**config.mk**
```make
export PLATFORM = sky130hd
export DESIGN_NAME = cpu_sequencer
export DESIGN_NICKNAME = d
export VERILOG_FILES = /design/src/rtl/cpu_sequencer.sv
export SDC_FILE = /design/constraint.sdc
export NUM_CORES = 1
export LEC_CHECK = 0
export CAP_MARGIN = 30
export CORE_UTILIZATION = 25
export CTS_CLUSTER_DIAMETER = 150
export DETAILED_ROUTE_END_ITERATION = 8
export PLACE_DENSITY = 0.51
export SLEW_MARGIN = 20
export SYNTH_ARGS = -nofsm -noshare
export SYNTH_HDL_FRONTEND = slang
export SYNTH_SLANG_ARGS = --single-unit
```
**constraint.sdc**
```tcl
create_clock -name clk -period 4.69 [get_ports clk]
set_input_delay 0.938 -clock clk [delete_from_list [all_inputs] [get_ports clk]]
set_output_delay 0.938 -clock clk [all_outputs]
set_load 0.01 [all_outputs]
```
**src/rtl/cpu_sequencer.sv**
```systemverilog
// Multi-cycle MIPS control sequencer: owns the PC, the instruction register and the
// shared Avalon port, with branch delay slots and halt on a jump to HALT_ADDR.
module cpu_sequencer #(
   parameter logic [31:0] RESET_VECTOR = 32'hBFC00000,
   parameter logic [31:0] HALT_ADDR    = 32'h00000000
) (
   input  logic        clk,
   input  logic        reset,
   input  logic        clk_enable,
   input  logic        avm_waitrequest,
   input  logic [31:0] avm_readdata,
   output logic [31:0] avm_address,
   output logic        avm_read,
   output logic        avm_write,
   output logic [3:0]  avm_byteenable,
   input  logic [1:0]  pc_sel,
   input  logic        dec_data_read,
   input  logic        dec_data_write,
   input  logic [3:0]  dec_byte_enable,
   input  logic        dec_reg_write,
   input  logic        branch_taken,
   input  logic [31:0] rs_data,
   input  logic [31:0] data_addr,
   output logic [31:0] instr,
   output logic [31:0] pc,
   output logic [31:0] load_data,
   output logic        reg_write_en,
   output logic        active
);
   localparam int unsigned XLEN = 32;
   localparam int unsigned BEW  = 4;

   typedef enum logic [2:0] {
      S_FETCH,
      S_EXEC,
      S_MEM,
      S_COMMIT,
      S_HALTED
   } state_e;

   state_e            state_q, state_d;
   logic [XLEN-1:0]   pc_q, pc_d;
   logic [XLEN-1:0]   instr_q, instr_d;
   logic [XLEN-1:0]   load_q, load_d;
   logic [XLEN-1:0]   target_q, target_d;
   logic              pending_q, pending_d;
   logic              active_q, active_d;

   logic [XLEN-1:0]   pc_plus4;
   logic [XLEN-1:0]   branch_off;
   logic [XLEN-1:0]   next_pc;

   assign pc_plus4   = pc_q + XLEN'(4);
   assign branch_off = {{14{instr_q[15]}}, instr_q[15:0], 2'b00};

   // State and architectural registers; clk_enable low freezes everything.
   always_ff @(posedge clk or negedge reset) begin
      if (!reset) begin
         state_q   <= S_FETCH;
         pc_q      <= RESET_VECTOR;
         instr_q   <= '0;
         load_q    <= '0;
         target_q  <= '0;
         pending_q <= 1'b0;
         active_q  <= 1'b0;
      end else if (clk_enable) begin
         state_q   <= state_d;
         pc_q      <= pc_d;
         instr_q   <= instr_d;
         load_q    <= load_d;
         target_q  <= target_d;
         pending_q <= pending_d;
         active_q  <= active_d;
      end
   end

   // Next-state, bus strobes and commit logic.
   always_comb begin
      state_d        = state_q;
      pc_d           = pc_q;
      instr_d        = instr_q;
      load_d         = load_q;
      target_d       = target_q;
      pending_d      = pending_q;
      active_d       = active_q;
      next_pc        = pending_q ? target_q : pc_plus4;
      avm_address    = pc_q;
      avm_read       = 1'b0;
      avm_write      = 1'b0;
      avm_byteenable = '0;
      reg_write_en   = 1'b0;

      // The first edge after reset only raises active; fetching starts the cycle after.
      if (!active_q && state_q != S_HALTED) begin
         active_d = 1'b1;
      end

      case (state_q)
         S_FETCH: begin
            if (active_q) begin
               avm_read       = 1'b1;
               avm_byteenable = {BEW{1'b1}};
               if (!avm_waitrequest) begin
                  instr_d = avm_readdata;
                  state_d = S_EXEC;
               end
            end
         end
         S_EXEC: begin
            state_d = (dec_data_write || dec_data_read) ? S_MEM : S_COMMIT;
         end
         S_MEM: begin
            avm_address    = data_addr;
            avm_byteenable = dec_byte_enable;
            avm_write      = dec_data_write;
            avm_read       = dec_data_read && !dec_data_write;
            if (!avm_waitrequest) begin
               if (!dec_data_write) begin
                  load_d = avm_readdata;
               end
               state_d = S_COMMIT;
            end
         end
         S_COMMIT: begin
            reg_write_en = dec_reg_write;
            pc_d         = next_pc;
            pending_d    = 1'b0;
            // Control transfers in a delay slot are dropped.
            if (!pending_q) begin
               case (pc_sel)
                  2'b01: begin
                     if (branch_taken) begin
                        pending_d = 1'b1;
                        target_d  = pc_plus4 + branch_off;
                     end
                  end
                  2'b10: begin
                     pending_d = 1'b1;
                     target_d  = {pc_plus4[31:28], instr_q[25:0], 2'b00};
                  end
                  2'b11: begin
                     pending_d = 1'b1;
                     target_d  = rs_data;
                  end
                  default: ;
               endcase
            end
            if (next_pc == HALT_ADDR) begin
               state_d  = S_HALTED;
               active_d = 1'b0;
            end else begin
               state_d = S_FETCH;
            end
         end
         S_HALTED: begin
            active_d = 1'b0;
         end
         default: begin
            state_d = S_FETCH;
         end
      endcase
   end

   assign instr     = instr_q;
   assign pc        = pc_q;
   assign load_data = load_q;
   assign active    = active_q;

endmodule

```
==> flow_summary.html, run 1 <==
<table>
<tr><th>Metric</th><th>Value</th></tr>
<tr><th colspan="2">Place</th></tr>
<tr><td>Area after detailed placement</td><td>~0.012 mm2</td></tr>
<tr><td>Post-detailed-placement half-perimeter wirelength</td><td>approximately 24 mm</td></tr>
<tr><td>Cell count after placement</td><td>approximately 1,600</td></tr>
<tr><td>Final weighted congestion in routability-driven placement</td><td>a little under 0.9</td></tr>
<tr><td>Pre-CTS WS</td><td>approximately 0.32 ns</td></tr>
<tr><td>Buffers added on ports</td><td>between 200 and 250</td></tr>
<tr><th colspan="2">Route</th></tr>
<tr><td>Sum of routed wire length over all layers</td><td>~32 mm</td></tr>
<tr><td>Post-DRT Antenna Nets</td><td>0</td></tr>
<tr><td># DRC</td><td>0</td></tr>
<tr><td>Detail-routed net length per standard cell</td><td>19.5 um</td></tr>
<tr><td>Iteration-0 DRC Markers</td><td>slightly below 500</td></tr>
<tr><td>Via count</td><td>8,169</td></tr>
<tr><td>First-pass DRT Iterations</td><td>5</td></tr>
<tr><td>Via density per instance</td><td>roughly 5.0</td></tr>
<tr><th colspan="2">Die</th></tr>
<tr><td>Vert. Die Dim</td><td>190 um</td></tr>
<tr><td># IOs</td><td>between 200 and 250</td></tr>
<tr><td>Core area</td><td>~0.035 mm2</td></tr>
<tr><td>Die Wd</td><td>190 um</td></tr>
<tr><td>Number of standard-cell rows in the floorplan</td><td>68</td></tr>
<tr><td>Die Outline Area</td><td>about 0.036 mm2</td></tr>
<tr><td>Initial core utilization</td><td>between 20 and 30%</td></tr>
<tr><th colspan="2">STA</th></tr>
<tr><td>Pins Over Slew Limit</td><td>0</td></tr>
<tr><td>Final number of hold-violating endpoints</td><td>0</td></tr>
<tr><td>Worst Max-Slew Pin Slew</td><td>a little under 1 ns</td></tr>
<tr><td>Final clock skew</td><td>~0.010 ns</td></tr>
<tr><td>Worst hold margin</td><td>0.477 ns</td></tr>
<tr><td>Fin worst setup slack</td><td>roughly 0.35 ns</td></tr>
<tr><td>Final critical delay including setup and external delays</td><td>4.34 ns</td></tr>
<tr><td>Fin Setup TNS</td><td>0 ns</td></tr>
<tr><td>Achievable frequency</td><td>between 200 and 250 MHz</td></tr>
<tr><td>Final number of setup-violating endpoints</td><td>0</td></tr>
<tr><td>Tightest slew margin relative to the limit</td><td>between 30 and 40%</td></tr>
<tr><td>Setup repair after global routing missed its margin</td><td>false</td></tr>
<tr><td>Portion of the clock cycle consumed by the worst path in the final layout</td><td>~92%</td></tr>
<tr><th colspan="2">Job</th></tr>
<tr><td>Maximum Capacitance Violations</td><td>0</td></tr>
<tr><th colspan="2">Yosys</th></tr>
<tr><td>Most instantiated flip-flop cell in the synthesis netlist</td><td>sky130_fd_sc_hd__dfrtp_1</td></tr>
<tr><td>Cell type with the highest aggregate area in the netlist</td><td>sky130_fd_sc_hd__dfrtp_1</td></tr>
<tr><td>Number of synthesized flops with an enable pin</td><td>0</td></tr>
<tr><td>Average instance area after synthesis</td><td>between 9 and 10 um2</td></tr>
<tr><td>Number of register bits inferred by synthesis</td><td>133</td></tr>
<tr><td>Area share of the largest cell type after synthesis</td><td>approximately a third</td></tr>
<tr><td>Post-synthesis net count</td><td>1,083</td></tr>
<tr><td>Top post-synthesis cells by area</td><td>sky130_fd_sc_hd__dfrtp_1 (35%), sky130_fd_sc_hd__mux2_2 (13%), sky130_fd_sc_hd__ha_1 (4.9%)</td></tr>
<tr><td>Post-synthesis instance area</td><td>between 0.008 and 0.009 mm2</td></tr>
<tr><td>Yosys warning total</td><td>0</td></tr>
<tr><td>Share of flip-flops with an asynchronous set or reset</td><td>between 90% and 100%</td></tr>
<tr><td>Post-synthesis sequential area ratio</td><td>about 38%</td></tr>
<tr><td>Post-synthesis cell count</td><td>between 900 and 1,000</td></tr>
<tr><td>Synth unique cells</td><td>73</td></tr>
<tr><th colspan="2">Global routing</th></tr>
<tr><td>Number of antenna violations at the first check in global routing</td><td>0</td></tr>
<tr><td>Maximum number of pins on one net before global-route repair</td><td>82</td></tr>
<tr><td>Overall routing resource usage</td><td>approximately 18%</td></tr>
<tr><td>Vias in the first global route</td><td>around 8,300</td></tr>
<tr><td>First-pass GRT wire length</td><td>just under 50 mm</td></tr>
<tr><td>GRT Residual Overflow</td><td>0</td></tr>
<tr><th colspan="2">Final layout</th></tr>
<tr><td>Final cell area excluding filler cells</td><td>0.0125 mm2</td></tr>
<tr><td>Filler Cells Inserted</td><td>roughly 3,600</td></tr>
<tr><td>Nets@finish</td><td>about 1,300</td></tr>
<tr><td>Share of layout cells above drive strength 1</td><td>about 16%</td></tr>
<tr><td>Footprint of the multi-input gates</td><td>0.00524 mm2</td></tr>
<tr><td>Final antenna diode count</td><td>0</td></tr>
<tr><td>Commonest cells after routing, fill and taps aside</td><td>sky130_fd_sc_hd__clkdlybuf4s50_1 (242), sky130_fd_sc_hd__dfrtp_1 (124), sky130_fd_sc_hd__mux2_2 (106)</td></tr>
<tr><td>Leading cell type in the layout, fill and taps excluded</td><td>sky130_fd_sc_hd__clkdlybuf4s50_1</td></tr>
<tr><td>Sequential cell area</td><td>about 0.0033 mm2</td></tr>
<tr><td>Core utilization of the finished layout</td><td>a little over a third</td></tr>
<tr><td>Number of cells in the finished layout apart from fillers</td><td>between 1,500 and 2,000</td></tr>
<tr><td>Synthesis-to-finish area growth</td><td>40.8%</td></tr>
<tr><th colspan="2">Power and ir drop</th></tr>
<tr><td>Power per unit of standard cell area</td><td>between 700 and 800 mW/mm2</td></tr>
<tr><td>Leakage component of the power</td><td>between 5 and 6 nW</td></tr>
<tr><td>Total power</td><td>9.00 mW</td></tr>
<tr><td>Worst vdd rail ir drop</td><td>0.271 mV</td></tr>
<tr><th colspan="2">Worst setup path</th></tr>
<tr><td>Setup slack on the worst flop-to-flop path</td><td>roughly 0.35 ns</td></tr>
<tr><td>Sort of element at the end of the critical path</td><td>flop</td></tr>
<tr><td>Arrival time of data at the critical path endpoint</td><td>about 4.6 ns</td></tr>
<tr><td>Type of the setup path with the least slack</td><td>reg -&gt; reg</td></tr>
<tr><td>Critical path fanouts, max</td><td>8</td></tr>
<tr><td>CP required</td><td>4.97 ns</td></tr>
<tr><td>Kind of start point of the critical path</td><td>flop</td></tr>
<tr><th colspan="2">Hold path</th></tr>
<tr><td>Type of the worst min-delay path</td><td>reg -&gt; reg</td></tr>
<tr><th colspan="2">Clock tree</th></tr>
<tr><td>Clock-pin slew reported for the worst setup and hold paths after clock tree synthesis</td><td>0.06 ns</td></tr>
<tr><td>Clock net sink count</td><td>133</td></tr>
<tr><td>Library cell used as clock root buffer</td><td>sky130_fd_sc_hd__clkbuf_16</td></tr>
<tr><td>Buffer depth of the longest clock path</td><td>2</td></tr>
<tr><td>Number of H-tree branching levels</td><td>4</td></tr>
<tr><td>Clk_lat worst skew</td><td>roughly 0.42 ns</td></tr>
<tr><td>Num CTS Buffers</td><td>17</td></tr>
<tr><td>CTS tree</td><td>done</td></tr>
<tr><th colspan="2">Run status</th></tr>
<tr><td>Outcome</td><td>finished, final reports clean</td></tr>
</table>
## state kept, by name (all words and copies together) (netlist names)
| register | flops |
|---|---|
| pending_q | 1 |
| pc | 32 |
| instr | 32 |
| active | 1 |
| target_q | 32 |
| load_data | 32 |
| state_q | 3 |
## layer usage
| metal | track usage [%] | vias to the layer above | share of wire [%] |
|---|---|---|---|
| met5 | 0 | - | 0 |
| met4 | 5.02 | 0 | 1.8 |
| met3 | 4.45 | 30 | 7.5 |
| met2 | 27.1 | 309 | 43 |
| met1 | 24.5 | 3915 | 48 |
| li1 | - | 3915 | - |
## worst max-delay path: stages (launching register included)
cell and delay, ns:
sky130_fd_sc_hd__dfrtp_1 0.49, sky130_fd_sc_hd__nand4_1 0.22, sky130_fd_sc_hd__or4_1 0.75, sky130_fd_sc_hd__o21a_1 0.26, sky130_fd_sc_hd__or2_2 0.30, sky130_fd_sc_hd__ha_1 0.36, sky130_fd_sc_hd__a21o_1 0.22, sky130_fd_sc_hd__a21oi_1 0.15
sky130_fd_sc_hd__o21bai_1 0.14, sky130_fd_sc_hd__a2111oi_2 0.38, sky130_fd_sc_hd__o31ai_1 0.18, sky130_fd_sc_hd__a21o_1 0.23, sky130_fd_sc_hd__a2111oi_1 0.45, sky130_fd_sc_hd__a311oi_2 0.07
## logic make-up after synthesis
family                   count (synthesis)  synth area share [%]
AND/OR/NAND/NOR                        276                  15.6
flip-flops                             133                  37.7
multiplexers                           134                  16.6
adder cells (fa/ha/maj)                 36                  5.16
AO/OA/AOI/OAI                          231                  16.5
XOR/XNOR                                50                  5.15
buffers and inverters                   77                  3.33
## power breakdown
| group | switching (mW) | internal, mW |
|---|---|---|
| combinational | 2.54 | 2.61 |
| sequential | 0.660 | 1.70 |
| clock | 0.566 | 0.919 |
| total | 3.77 | 5.23 |
## cells in the mapped netlist, types with 6 or more instances
master                     count
sky130_fd_sc_hd__nand2b_1      6
sky130_fd_sc_hd__buf_1        10
sky130_fd_sc_hd__a21oi_1      48
sky130_fd_sc_hd__o21ai_0      82
sky130_fd_sc_hd__dfrtp_1     124
sky130_fd_sc_hd__xor2_1       25
sky130_fd_sc_hd__a211oi_1      6
sky130_fd_sc_hd__xnor2_1      24
sky130_fd_sc_hd__ha_1         35
sky130_fd_sc_hd__o21bai_1      6
sky130_fd_sc_hd__o22ai_1       7
sky130_fd_sc_hd__o211ai_1      8
sky130_fd_sc_hd__and2_1        6
sky130_fd_sc_hd__dfstp_2       9
sky130_fd_sc_hd__nor4_1       10
sky130_fd_sc_hd__or4_1         6
sky130_fd_sc_hd__a31oi_1       7
sky130_fd_sc_hd__inv_1        18
sky130_fd_sc_hd__nand3_1      27
sky130_fd_sc_hd__mux2i_1      28
sky130_fd_sc_hd__nor3_1       22
sky130_fd_sc_hd__nand4_1      16
sky130_fd_sc_hd__and3_1       11
sky130_fd_sc_hd__nor2_1       44
sky130_fd_sc_hd__nand2_1      98
sky130_fd_sc_hd__a21o_1       21
sky130_fd_sc_hd__clkbuf_1     44
sky130_fd_sc_hd__mux2_2      106
## timing repair
item	in CTS	in global routing
setup endpoints to repair	0	1
hold buffers	0	0
buffers inserted	0	0
resized for setup	0	1
## final cells by class
type	count	share of cell area, %
multi-input cells	727	42.0
inverters	18	0.541
clock inverters	12	1.42
flip-flops and latches	133	26.7
well taps	455	4.56
repair buffers	271	21.1
clock buffers	20	3.66
## final timing paths
kind,startpoint,end,depth (start not counted)
max,pc[15],target_q[30],13
min,target_q[11],target_q[11],2
max reg2reg,pc[15],target_q[30],13
min reg2reg,target_q[11],target_q[11],2
max in group asynchronous,reset,load_data[2],2
min in group asynchronous,reset,load_data[18],1
Note: power is estimated with default switching activity, not from simulation.
==> run 2: changes to the inputs <==
==> constraint.sdc (replaced) <==
create_clock -name clk -period 5.1 [get_ports clk]
set_input_delay 1.02 -clock clk [delete_from_list [all_inputs] [get_ports clk]]
set_output_delay 1.02 -clock clk [all_outputs]
set_load 0.01 [all_outputs]
==> run 2 against run 1 <==
  * Critical path depth increased by 1
  * Clock skew increased by 0.0047 ns
  * Worst setup slack improved by 0.27 ns
  * Critical endpoint unchanged
  * Count of clock-buffer cells in the layout unchanged
  * Die area unchanged
==> flow_summary.html, run 2 (synthesized netlist as in run 1, its figures left out) <==
<table>
<tr><th>Metric</th><th>Value</th></tr>
<tr><th colspan="2">Hold path</th></tr>
<tr><td>Type of the worst min-delay path</td><td>reg -&gt; reg</td></tr>
<tr><td>Hold depth</td><td>2 (unchanged)</td></tr>
<tr><th colspan="2">Worst setup path</th></tr>
<tr><td>Sort of element at the end of the critical path</td><td>flop</td></tr>
<tr><td>Type of the setup path with the least slack</td><td>reg -&gt; reg</td></tr>
<tr><td>Critical path's slowest cell</td><td>sky130_fd_sc_hd__or4_1</td></tr>
<tr><td>Critical path fanouts, max</td><td>15 (+7)</td></tr>
<tr><td>Longest individual stage delay on the worst path</td><td>0.73 ns (-0.02 ns)</td></tr>
<tr><td>Endpoint of the most critical register-to-register path</td><td>target_q[30]</td></tr>
<tr><td>Kind of start point of the critical path</td><td>flop</td></tr>
<tr><td>CP Launch Point</td><td>pc[7]</td></tr>
<tr><td>Worst R2R Path Depth</td><td>14 (+1)</td></tr>
<tr><td>Capture point of the critical path</td><td>target_q[30]</td></tr>
<tr><td>CP required</td><td>5.38 ns (+0.41 ns)</td></tr>
<tr><td>Arrival time of data at the critical path endpoint</td><td>4.76 ns (+0.15 ns)</td></tr>
<tr><td>Crit path cell chain</td><td>nand4_2 &gt; buf_4 &gt; or4_1 &gt; o21a_1 &gt; or2_2 &gt; ha_1 &gt; a21o_1 &gt; a21oi_1 &gt; o21bai_1 &gt; a2111oi_2 &gt; o31ai_1 &gt; a21o_1 &gt; a2111oi_0 &gt; a311oi_2</td></tr>
<tr><td>Crit path top cell by count</td><td>sky130_fd_sc_hd__a21o_1</td></tr>
<tr><td>Setup slack on the worst flop-to-flop path</td><td>0.62 ns (+0.27 ns)</td></tr>
<tr><td>RR Startpoint</td><td>pc[7]</td></tr>
<tr><th colspan="2">Place</th></tr>
<tr><td>Buffers added on ports</td><td>245 (unchanged)</td></tr>
<tr><td>Final weighted congestion in routability-driven placement</td><td>0.914 (+2.8%)</td></tr>
<tr><td>Post-detailed-placement half-perimeter wirelength</td><td>23.8 mm (-1.4%)</td></tr>
<tr><th colspan="2">STA</th></tr>
<tr><td>Setup repair after global routing missed its margin</td><td>false</td></tr>
<tr><td>Achievable frequency</td><td>223 MHz (-3.2%)</td></tr>
<tr><td>Tightest slew margin relative to the limit</td><td>40.4% (+7.2 points)</td></tr>
<tr><td>Final number of hold-violating endpoints</td><td>0 (unchanged)</td></tr>
<tr><td>Final clock skew</td><td>0.0148 ns (+0.00465 ns)</td></tr>
<tr><td>Final critical delay including setup and external delays</td><td>4.48 ns (+0.143 ns)</td></tr>
<tr><td>Worst Max-Slew Pin Slew</td><td>0.882 ns (-0.107 ns)</td></tr>
<tr><td>Fin Setup TNS</td><td>0 ns (unchanged)</td></tr>
<tr><td>Final number of setup-violating endpoints</td><td>0 (unchanged)</td></tr>
<tr><td>Portion of the clock cycle consumed by the worst path in the final layout</td><td>87.8% (-4.6 points)</td></tr>
<tr><td>Pins Over Slew Limit</td><td>0 (unchanged)</td></tr>
<tr><th colspan="2">Die</th></tr>
<tr><td>Core area</td><td>0.0347 mm2 (unchanged)</td></tr>
<tr><td>Die Wd</td><td>190 um (unchanged)</td></tr>
<tr><td># IOs</td><td>246 (unchanged)</td></tr>
<tr><td>Die Outline Area</td><td>0.0362 mm2 (unchanged)</td></tr>
<tr><td>Vert. Die Dim</td><td>190 um (unchanged)</td></tr>
<tr><td>Initial core utilization</td><td>25.5% (unchanged)</td></tr>
<tr><td>Number of standard-cell rows in the floorplan</td><td>68 (unchanged)</td></tr>
<tr><th colspan="2">Global routing</th></tr>
<tr><td>Vias in the first global route</td><td>8,029 (-3.8%)</td></tr>
<tr><td>First-pass GRT wire length</td><td>48.1 mm (-2.2%)</td></tr>
<tr><td>Maximum number of pins on one net before global-route repair</td><td>77 (-6.1%)</td></tr>
<tr><td>GRT Residual Overflow</td><td>0 (unchanged)</td></tr>
<tr><td>Overall routing resource usage</td><td>17.3% (-0.42 points)</td></tr>
<tr><td>Number of antenna violations at the first check in global routing</td><td>2 (+2)</td></tr>
<tr><th colspan="2">Clock tree</th></tr>
<tr><td>Library cell used as clock root buffer</td><td>sky130_fd_sc_hd__clkbuf_16</td></tr>
<tr><td>Buffer depth of the longest clock path</td><td>2 (unchanged)</td></tr>
<tr><td>CTS tree</td><td>done</td></tr>
<tr><td>Post-cts sizing count</td><td>0 (unchanged)</td></tr>
<tr><td>Num CTS Buffers</td><td>17 (unchanged)</td></tr>
<tr><td>Clock net sink count</td><td>133 (unchanged)</td></tr>
<tr><td>Clock-pin slew reported for the worst setup and hold paths after clock tree synthesis</td><td>0.06 ns (about the same)</td></tr>
<tr><td>Buffer count from post-CTS setup fixing</td><td>0 (unchanged)</td></tr>
<tr><td>Hold_buf cts</td><td>0 (unchanged)</td></tr>
<tr><td>Clk_lat worst skew</td><td>0.43 ns (about the same)</td></tr>
<tr><td>Number of H-tree branching levels</td><td>4 (unchanged)</td></tr>
<tr><th colspan="2">Route</th></tr>
<tr><td>Post-DRT Antenna Nets</td><td>0 (unchanged)</td></tr>
<tr><td>First-pass DRT Iterations</td><td>5 (unchanged)</td></tr>
<tr><td>Iteration-0 DRC Markers</td><td>456 (-7.1%)</td></tr>
<tr><td>Sum of routed wire length over all layers</td><td>31.3 mm (-2.1%)</td></tr>
<tr><td>Detail-routed net length per standard cell</td><td>19.2 um (-1.8%)</td></tr>
<tr><td>Via density per instance</td><td>4.98 (-0.25%)</td></tr>
<tr><td>Via count</td><td>8,124 (-0.55%)</td></tr>
<tr><td># DRC</td><td>0 (unchanged)</td></tr>
<tr><th colspan="2">Run status</th></tr>
<tr><td>Outcome</td><td>finished, final reports clean</td></tr>
<tr><th colspan="2">Final layout</th></tr>
<tr><td>Share of layout cells above drive strength 1</td><td>15.8% (-0.51 points)</td></tr>
<tr><td>Nets@finish</td><td>1,308 (-0.46%)</td></tr>
<tr><td>Synthesis-to-finish area growth</td><td>40.2%</td></tr>
<tr><td>Leading cell type in the layout, fill and taps excluded</td><td>sky130_fd_sc_hd__clkdlybuf4s50_1</td></tr>
<tr><td>Commonest cells after routing, fill and taps aside</td><td>sky130_fd_sc_hd__clkdlybuf4s50_1 (242), sky130_fd_sc_hd__dfrtp_1 (124), sky130_fd_sc_hd__mux2_2 (106)</td></tr>
<tr><th colspan="2">Power and ir drop</th></tr>
<tr><td>Share of power burned in registers</td><td>26.5% (+0.3 points)</td></tr>
<tr><td>Net Sw Power</td><td>3.42 mW (-9.3%)</td></tr>
<tr><td>Worst vdd rail ir drop</td><td>0.239 mV (-12%)</td></tr>
<tr><td>Part of the power in combinational logic</td><td>57.0% (-0.3 points)</td></tr>
<tr><td>Total power</td><td>8.19 mW (-8.9%)</td></tr>
<tr><td>Internal cell power</td><td>4.77 mW (-8.7%)</td></tr>
<tr><td>Share of power burned in the clock network</td><td>16.5% (about the same)</td></tr>
<tr><td>Power per unit of standard cell area</td><td>659 mW/mm2 (-8.6%)</td></tr>
<tr><td>Share of total power consumed by net switching</td><td>41.7% (-0.15 points)</td></tr>
<tr><td>Leakage component of the power</td><td>5.21 nW (-0.67%)</td></tr>
<tr><th colspan="2">Job</th></tr>
<tr><td>Maximum Capacitance Violations</td><td>0 (unchanged)</td></tr>
</table>
==> run 2: changes by cell type in the layout (fill, tap and decap cells not counted), sizes merged <==
cell | previous run | this run
buf | 29 | 23
clkinv | 4 | 3
diode | 0 | 1
inv | 18 | 19
==> run 2: worst min-delay path by stage <==
stage,start,to,slack (ns)
after CTS,target_q[11],target_q[11],0.48
after global placement,target_q[11],target_q[11],0.46
after floorplan,target_q[11],target_q[11],0.44
final,target_q[11],target_q[11],0.47
after global routing,target_q[7],target_q[7],0.51
after detailed placement,target_q[11],target_q[11],0.46
==> run 2: final cells by class <==
cell class	count	area [um2]
well taps	455	569
flip-flops and latches	133	3340
clock buffers	20	447
inverters	18	67.6
multi-input cells	727	5240
repair buffers	265	2590
diodes	1	2.50
fillers	3554	22300
clock inverters	12	178
==> run 2: worst max-delay path: cells and delay by family (launching register included) <==
family | cells | cell delay, ns
buffers and inverters | 1 | 0.20
flip-flops | 1 | 0.51
adder cells (fa/ha/maj) | 1 | 0.35
AO/OA/AOI/OAI | 9 | 2.13
AND/OR/NAND/NOR | 3 | 1.14
==> run 2: routing by layer <==
metal / share of wire (%) / GRT usage (%) / wire [um] / vias up
li1: - / - / - / 3893
met4: 1.6 / 4.55 / 497 / 0
met3: 8.2 / 4.90 / 2550 / 26
met2: 43 / 26.0 / 13300 / 315
met1: 48 / 24.1 / 14900 / 3890
met5: 0 / 0 / 0 / -
==> run 2: power by group through the flow <==
| stage | registers (mW) | clock network (mW) | logic, mW |
|---|---|---|---|
| finish | 2.17 | 1.35 | 4.67 |
| global route | 2.26 | 1.43 | 5.10 |
| CTS | 2.17 | 1.39 | 4.69 |
| detailed placement | 2.18 | 0 | 4.67 |
| global placement | 2.16 | 0 | 4.68 |
| floorplan | 2.10 | 0 | 2.68 |
==> run 2: through the flow <==
stage	util (%)	hold WS, ns	instance area (um2)	worst slack (ns)	std cells
after floorplan	-	0.441	8870	1.13	937
after global placement	34.0	0.460	11800	0.720	1598
after detailed placement	34.0	0.463	11800	0.645	1598
after CTS	35.8	0.475	12400	0.632	1630
after global routing	35.8	0.513	12400	0.396	1630
final	35.8	0.473	12400	0.620	1631
